[config.mk]
export PLATFORM = sky130hd
export DESIGN_NAME = mem_port_arbiter_flat
export DESIGN_NICKNAME = d
export VERILOG_FILES = /design/src/rtl/mem_port_arbiter_if.sv /design/src/rtl/mem_port_arbiter.sv /design/src/flat_wrapper.sv
export SDC_FILE = /design/constraint.sdc
export NUM_CORES = 1
export LEC_CHECK = 0
export CAP_MARGIN = 20
export CORE_AREA = 2 2 122 124
export CTS_CLUSTER_SIZE = 12
export DETAILED_ROUTE_END_ITERATION = 16
export DIE_AREA = 0 0 124 126
export PLACE_DENSITY = 0.8
export SLEW_MARGIN = 20
export SYNTH_ARGS = -nofsm -noshare
export SYNTH_HDL_FRONTEND = slang
export SYNTH_SLANG_ARGS = --single-unit
[constraint.sdc]
create_clock -name Clk -period 5.8 [get_ports Clk]
set_clock_uncertainty 0.2 [all_clocks]
set_input_delay 1.45 -clock Clk [delete_from_list [all_inputs] [get_ports Clk]]
set_output_delay 1.45 -clock Clk [all_outputs]
set_load 0.005 [all_outputs]
[src/rtl/mem_port_arbiter_if.sv]
// Bus bundle between the fetch/data requesters, the arbiter and the shared
// single-port memory.
interface mem_port_arbiter_if;
  logic        IReq;
  logic [31:0] IAddr;
  logic        DReq;
  logic [31:0] DAddr;
  logic [31:0] DWrData;
  logic        DWrite;
  logic [1:0]  DMemType;
  logic [31:0] MemRdData;
  logic [31:0] MemAddr;
  logic [31:0] MemWrData;
  logic        MemRead;
  logic        MemWrite;
  logic [1:0]  MemType;
  logic        IValid;
  logic [31:0] IRdData;
  logic        DValid;
  logic [31:0] DRdData;
  logic        StallF;
  logic        StallM;

  // Arbiter side: takes requests and memory read data, drives memory and completions.
  modport slave (
    input  IReq, IAddr, DReq, DAddr, DWrData, DWrite, DMemType, MemRdData,
    output MemAddr, MemWrData, MemRead, MemWrite, MemType,
           IValid, IRdData, DValid, DRdData, StallF, StallM
  );

  // Requester/memory side.
  modport master (
    output IReq, IAddr, DReq, DAddr, DWrData, DWrite, DMemType, MemRdData,
    input  MemAddr, MemWrData, MemRead, MemWrite, MemType,
           IValid, IRdData, DValid, DRdData, StallF, StallM
  );
endinterface

[src/rtl/mem_port_arbiter.sv]
// Arbitrates fetch and data requests onto one single-port memory with a fixed
// response latency; data side wins unless fetch has lost two grants in a row.
module mem_port_arbiter #(
  parameter int LATENCY = 2
) (
  input logic Clk,
  input logic Reset,
  mem_port_arbiter_if.slave bus
);

  typedef enum logic [1:0] {
    IDLE   = 2'd0,
    BUSY_I = 2'd1,
    BUSY_D = 2'd2
  } state_t;

  localparam logic [3:0] LatLoad = 4'(LATENCY - 1);

  state_t     state;
  state_t     nextState;
  logic [3:0] latCnt;
  logic [1:0] dStreak;
  logic       grantI;
  logic       grantD;
  logic       done;

  always_comb begin
    nextState = state;
    grantI    = 1'b0;
    grantD    = 1'b0;
    done      = 1'b0;
    case (state)
      IDLE: begin
        // Fetch is forced through after two consecutive contested data grants.
        if (bus.DReq && !(bus.IReq && dStreak == 2'd2)) begin
          grantD    = 1'b1;
          nextState = BUSY_D;
        end else if (bus.IReq) begin
          grantI    = 1'b1;
          nextState = BUSY_I;
        end
      end
      BUSY_I, BUSY_D: begin
        if (latCnt == 4'd0) begin
          done      = 1'b1;
          nextState = IDLE;
        end
      end
      default: nextState = IDLE;
    endcase
  end

  always_ff @(posedge Clk or posedge Reset) begin
    if (Reset) begin
      state         <= IDLE;
      latCnt        <= 4'd0;
      dStreak       <= 2'd0;
      bus.MemAddr   <= 32'd0;
      bus.MemWrData <= 32'd0;
      bus.MemRead   <= 1'b0;
      bus.MemWrite  <= 1'b0;
      bus.MemType   <= 2'b00;
      bus.IValid    <= 1'b0;
      bus.IRdData   <= 32'd0;
      bus.DValid    <= 1'b0;
      bus.DRdData   <= 32'd0;
    end else begin
      state      <= nextState;
      bus.IValid <= 1'b0;
      bus.DValid <= 1'b0;
      if (grantI) begin
        bus.MemAddr   <= bus.IAddr;
        bus.MemWrData <= 32'd0;
        bus.MemType   <= 2'b00;
        bus.MemRead   <= 1'b1;
        bus.MemWrite  <= 1'b0;
        latCnt        <= LatLoad;
        dStreak       <= 2'd0;
      end else if (grantD) begin
        bus.MemAddr   <= bus.DAddr;
        bus.MemWrData <= bus.DWrData;
        bus.MemType   <= bus.DMemType;
        bus.MemRead   <= ~bus.DWrite;
        bus.MemWrite  <= bus.DWrite;
        latCnt        <= LatLoad;
        dStreak       <= bus.IReq ? dStreak + 2'd1 : 2'd0;
      end else if (done) begin
        bus.MemRead  <= 1'b0;
        bus.MemWrite <= 1'b0;
        if (state == BUSY_I) begin
          bus.IValid  <= 1'b1;
          bus.IRdData <= bus.MemRdData;
        end else begin
          bus.DValid  <= 1'b1;
          bus.DRdData <= bus.MemWrite ? 32'd0 : bus.MemRdData;
        end
      end else if (state != IDLE) begin
        latCnt <= latCnt - 4'd1;
      end
    end
  end

  assign bus.StallF = bus.IReq & ~bus.IValid;
  assign bus.StallM = bus.DReq & ~bus.DValid;

endmodule

[src/flat_wrapper.sv]
// flat-port wrapper written by rule: the top's interface ports become plain ports
module mem_port_arbiter_flat 
#(
  parameter int LATENCY = 2
)
  (Clk, Reset, bus_IReq, bus_IAddr, bus_DReq, bus_DAddr, bus_DWrData, bus_DWrite, bus_DMemType, bus_MemRdData, bus_MemAddr, bus_MemWrData, bus_MemRead, bus_MemWrite, bus_MemType, bus_IValid, bus_IRdData, bus_DValid, bus_DRdData, bus_StallF, bus_StallM);
  mem_port_arbiter_if bus_i ();
  input logic Clk;
  input logic Reset;
  input wire logic [$bits(bus_i.IReq)-1:0] bus_IReq;
  input wire logic [$bits(bus_i.IAddr)-1:0] bus_IAddr;
  input wire logic [$bits(bus_i.DReq)-1:0] bus_DReq;
  input wire logic [$bits(bus_i.DAddr)-1:0] bus_DAddr;
  input wire logic [$bits(bus_i.DWrData)-1:0] bus_DWrData;
  input wire logic [$bits(bus_i.DWrite)-1:0] bus_DWrite;
  input wire logic [$bits(bus_i.DMemType)-1:0] bus_DMemType;
  input wire logic [$bits(bus_i.MemRdData)-1:0] bus_MemRdData;
  output wire logic [$bits(bus_i.MemAddr)-1:0] bus_MemAddr;
  output wire logic [$bits(bus_i.MemWrData)-1:0] bus_MemWrData;
  output wire logic [$bits(bus_i.MemRead)-1:0] bus_MemRead;
  output wire logic [$bits(bus_i.MemWrite)-1:0] bus_MemWrite;
  output wire logic [$bits(bus_i.MemType)-1:0] bus_MemType;
  output wire logic [$bits(bus_i.IValid)-1:0] bus_IValid;
  output wire logic [$bits(bus_i.IRdData)-1:0] bus_IRdData;
  output wire logic [$bits(bus_i.DValid)-1:0] bus_DValid;
  output wire logic [$bits(bus_i.DRdData)-1:0] bus_DRdData;
  output wire logic [$bits(bus_i.StallF)-1:0] bus_StallF;
  output wire logic [$bits(bus_i.StallM)-1:0] bus_StallM;
  assign bus_i.IReq = bus_IReq;
  assign bus_i.IAddr = bus_IAddr;
  assign bus_i.DReq = bus_DReq;
  assign bus_i.DAddr = bus_DAddr;
  assign bus_i.DWrData = bus_DWrData;
  assign bus_i.DWrite = bus_DWrite;
  assign bus_i.DMemType = bus_DMemType;
  assign bus_i.MemRdData = bus_MemRdData;
  assign bus_MemAddr = bus_i.MemAddr;
  assign bus_MemWrData = bus_i.MemWrData;
  assign bus_MemRead = bus_i.MemRead;
  assign bus_MemWrite = bus_i.MemWrite;
  assign bus_MemType = bus_i.MemType;
  assign bus_IValid = bus_i.IValid;
  assign bus_IRdData = bus_i.IRdData;
  assign bus_DValid = bus_i.DValid;
  assign bus_DRdData = bus_i.DRdData;
  assign bus_StallF = bus_i.StallF;
  assign bus_StallM = bus_i.StallM;
  mem_port_arbiter #(.LATENCY(LATENCY)) u_core (.Clk(Clk), .Reset(Reset), .bus(bus_i));
endmodule
# Word level (Yosys, flattened, before mapping)

Cells that the tools add are included.

Add/subtract/negate cells: 2
$mul: 0
Div/mod/pow operators: 0
Order comparisons: 0
Eq/ne operators: 6
Shift operators: 0
Muxes and demuxes: 38
Bitwise logic cells: 8
Reductions and logical operators: 14

Operator list:

| kind                  | count |
|---|---|
| $mux W32              | 5 |
| $mux W1               | 20 |
| $mux W2               | 8 |
| $mux W4               | 4 |
| $reduce_and A4 Y1     | 2 |
| $not A1 Y1            | 6 |
| $reduce_bool A3 Y1    | 2 |
| $eq A2 B2 Y1 const B  | 2 |
| $logic_not A4 Y1      | 1 |
| $pmux W2 S2           | 1 |
| $reduce_and A2 Y1     | 2 |
| $reduce_bool A2 Y1    | 2 |
| $sub A4 B1 Y4 const B | 1 |
| $ne A3 B1 Y1 const B  | 1 |
| $ne A3 B2 Y1 const B  | 1 |
| $add A2 B1 Y2 const B | 1 |
| $and A1 B1 Y1         | 2 |
| $eq A2 B1 Y1 const B  | 1 |
| $logic_and A1 B1 Y1   | 2 |
| $logic_not A2 Y1      | 1 |
| $ne A2 B1 Y1 const B  | 1 |
| $reduce_or A2 Y1      | 1 |
| $logic_not A1 Y1      | 1 |

Register bits: 142
Latch bits: 0
RAM bits: 0
Bits in read-only memories: 0
Output and inout bits: 136
Logic and storage cells: 80
Memories: 0

# Depth between registers and ports, before layout

Depth after elaboration: 8
Gate-level depth with buffers: 9
Mapped depth without buffers: 6

# Worst setup path before layout

No wires, ideal clock.

Path kind: input-to-output
From: in bus_IReq
To: out bus_StallF
Arrival: 2.178 ns
Required time: 4.150 ns
Path slack: 1.972 ns
Stages on the path: 3
Cells stage by stage: clkbuf_1 > clkbuf_1 > nor2b_1

Word-level cells in the longest chain between the ends: 1

Ends and longest elaborated chain:

| what               | line                    | RTL |
|---|---|---|
| start: declaration | flat_wrapper.sv:10      | `input wire logic [$bits(bus_i.IReq)-1:0] bus_IReq;` |
| $and A1 B1 Y1      | mem_port_arbiter.sv:103 | `assign bus.StallF = bus.IReq & ~bus.IValid;` |
| end: declaration   | flat_wrapper.sv:27      | `output wire logic [$bits(bus_i.StallF)-1:0] bus_StallF;` |

No other way between the ends.

# Worst setup path after layout

Same ends and word-level chain as after synthesis.

==> reports/results.tsv <==
stage	metric	value	unit
run_status	run status	complete, no violations	
yosys	EDFF count, synth	0	
clocking	clock sinks	142	
sta	Worst-Margin Slew	988	ps
yosys	Area contributors post-synth	dfrtp_1 60%, a22o_1 9.9%, mux2_2 6.5%	
final_layout	post-layout util	0.657	
critical_path	CP Capture Type	primary output	
power_and_ir_drop	Total Power	5.00	mW
placement	Cells after DPL	885	
grt	M1 GR Usage	0.272	
sta	Final Setup Violations	0	
clocking	clock-pin slew on the worst setup and hold paths	60	ps
clocking	Hold-fix buffers, CTS	0	
yosys	syn_nets	605	
critical_path	Slowest-stage cell, CP	clkdlybuf4s50_1	
flow_run	Max Cap Violations	0	
critical_path	Critical R2R Capture	u_core.bus.IRdData[20]	
critical_path	worst path required time	4150	ps
power_and_ir_drop	leakage power	3.98	nW
critical_path	most used cell, CP	clkdlybuf4s50_1	
grt	initial antenna violation count	0	
power_and_ir_drop	worst vdd ir	0.270	mV
yosys	Cell Area, Synth	5930	um2
route	via count	4951	
critical_path	Critical Path Start	bus_IReq	
clocking	CTS Buf Count	17	
yosys	Warnings, synthesis	0	
clocking	Max Root-Sink Buffers	2	
grt	number of global-route vias before repair	5216	
critical_path	CP Launch Type	input port	
hold_path	hold crit path type	reg2reg	
sta	Final Hold Fails	0	
sta	Final Max Slew Viols	0	
grt	Top Usage Layer GRT	met2	
yosys	Primary FF master, synth	dfrtp_1	
final_layout	Nets	860	
placement	dpl hpwl	11900	um
final_layout	n_diodes	0	
sta	relative max-transition margin	0.340	
clocking	H-Tree Depth	4	
grt	total track usage	0.232	
route	antenna viol nets, final	0	
route	DR pass1 iterations	4	
clocking	Post-CTS Resized	0	
grt	first-pass GRT wire length	27800	um
clocking	Clk Latency, worst-skew pair	410	ps
yosys	leading area contributor after synthesis	dfrtp_1	
hold_path	HP Start	u_core.bus.MemType[1]	
critical_path	Largest stage delay, worst path	540	ps
clocking	TritonCTS clock tree	done	
yosys	Syn Area/Cell	12.7	um2
yosys	top cell type's share of synthesized area	0.599	
clocking	CTS root buf	clkbuf_16	
final_layout	layout cell share with drive strength beyond 1	0.116	
sta	hold slack final	294	ps
floorplanning	Row Count	44	
sta	Tcrit/Tclk final	0.783	
yosys	synthesized instance count	466	
critical_path	crit-path max FO	24	
sta	maximum clock rate	220	MHz
final_layout	non-filler instance count after layout	918	
floorplanning	floorplan core area	14300	um2
sta	Fin Setup TNS	0	ps
yosys	sequential area share after synthesis	0.599	
grt	gr ovfl total	0	
sta	RSZ-0062 raised after global routing	false	
yosys	Yosys reg bits	142	
final_layout	area grow syn2layout	58.5	%
grt	GR Layer Usage met3	0.0675	
placement	routability congestion estimate	0.814	
critical_path	crit-path cells	clkdlybuf4s50_1 > buf_4 > nor2b_1 > clkdlybuf4s50_1	
power_and_ir_drop	P per Cell Area	532	nW/um2
critical_path	Worst EP arrival	2890	ps
critical_path	Reg2Reg Depth	7	
hold_path	WHS Path Cells	1	
critical_path	worst r2r src	u_core.state[0]	
route	Initial DRC Count	279	
route	Routed WL	17700	um
floorplanning	Die Width	124	um
grt	largest net degree at the start of global routing	101	
floorplanning	initial core utilization	0.415	
hold_path	end of the worst hold path	u_core.bus.MemType[1]	
critical_path	reg2reg setup slack	2680	ps
yosys	asr flop ratio synth	1.00	
floorplanning	I/O Pins	271	
yosys	distinct cell type count after synthesis	37	
placement	port bufs	270	
route	routed length per instance	19.3	um
critical_path	CP Class	in2out	
floorplanning	Die Area	15600	um2
route	vias per inst	5.39	
floorplanning	die height	126	um
sta	Period minus WS final	4540	ps
grt	met2 usage	0.398	
route	Post-route DRC	0	
clocking	setup bufs post-CTS	0	
-- power by group --
part | switching (mW) | internal [mW] | total, mW
clock | 0.421 | 0.716 | 1.14
combinational | 0.844 | 1.30 | 2.14
sequential | 0.270 | 1.45 | 1.72
total | 1.53 | 3.47 | 5.00
-- cell usage in the layout (no fill, tap or decap), types with 6 or more instances in the layout --
cell type        synthesis  final
a221o_1                 16     16
a22o_1                  67     67
a31oi_1                 16     16
and2_1                  17     17
buf_4                    1      9
clkbuf_16                0     17
clkdlybuf4s50_1          0    270
dfrtp_1                142    142
inv_1                    7      6
mux2_2                  34     34
nor2_1                  23     20
nor3b_1                 31     31
o2111ai_1               16     16
o21ai_0                 19     19
-- flip-flops by register name, summed over array words and instances (netlist names), 2 cells and up --
| register | count |
|---|---|
| u_core.bus.MemType | 2 |
| u_core.state | 2 |
| u_core.dStreak | 2 |
| u_core.bus.MemAddr | 32 |
| u_core.bus.DRdData | 32 |
| u_core.bus.MemWrData | 32 |
| u_core.bus.IRdData | 32 |
| u_core.latCnt | 4 |
-- routing by layer --
layer | vias to the layer above | wire, um
li1 | 2268 | -
met1 | 2481 | 6840
met2 | 174 | 9430
met3 | 28 | 1110
met4 | 0 | 353
met5 | - | 0
-- kinds of logic after synthesis --
logic type | share of synthesized area
compound gates | 0.199
flops | 0.599
simple gates | 0.0877
buf+inv | 0.0415
mux | 0.0645
fa+ha+maj | 0.00843
-- worst max-delay path by stage --
stage,endpoint,cells past startpoint
after floorplan,u_core.bus.DRdData[0],1
after global placement,bus_StallF,4
after detailed placement,bus_StallF,4
after CTS,bus_StallF,4
after global routing,bus_StallF,4
final,bus_StallF,4
-- layout make-up --
class	count	area, um2
fill	1077	4910
clock inverter	11	154
clock buffer	21	470
tap	184	230
inverter	10	42.5
multi-input combinational	270	2160
timing repair buffer	280	2800
sequential	142	3550
-- through the flow --
| step | cell area (um2) | worst slack, ps |
|---|---|---|
| floorplan | 5930 | 340 |
| global placement | 8750 | 1260 |
| detailed placement | 8750 | 1260 |
| CTS | 9380 | 1250 |
| global route | 9410 | 1160 |
| finish | 9410 | 1260 |
-- synthesized netlist by cell type (all sizes together), types with 2 or more instances --
cell type and n:
and2 17, nor2 23, o31ai 2, nand3 2, nor2b 2, nor3b 31
a32o 3, mux2 34, dfrtp 142, a221o 16, o2111ai 16, a31oi 16
a22o 67, nand2 4, o21ai 20, ha 4, clkbuf 26, inv 9
buf 18
-- worst max-delay path: cells and delay by family --
| family | cells | cell delay (ps) |
|---|---|---|
| AND/OR/NAND/NOR | 1 | 170 |
| buffers and inverters | 3 | 1270 |
Power figures use the tool's default switching activity.
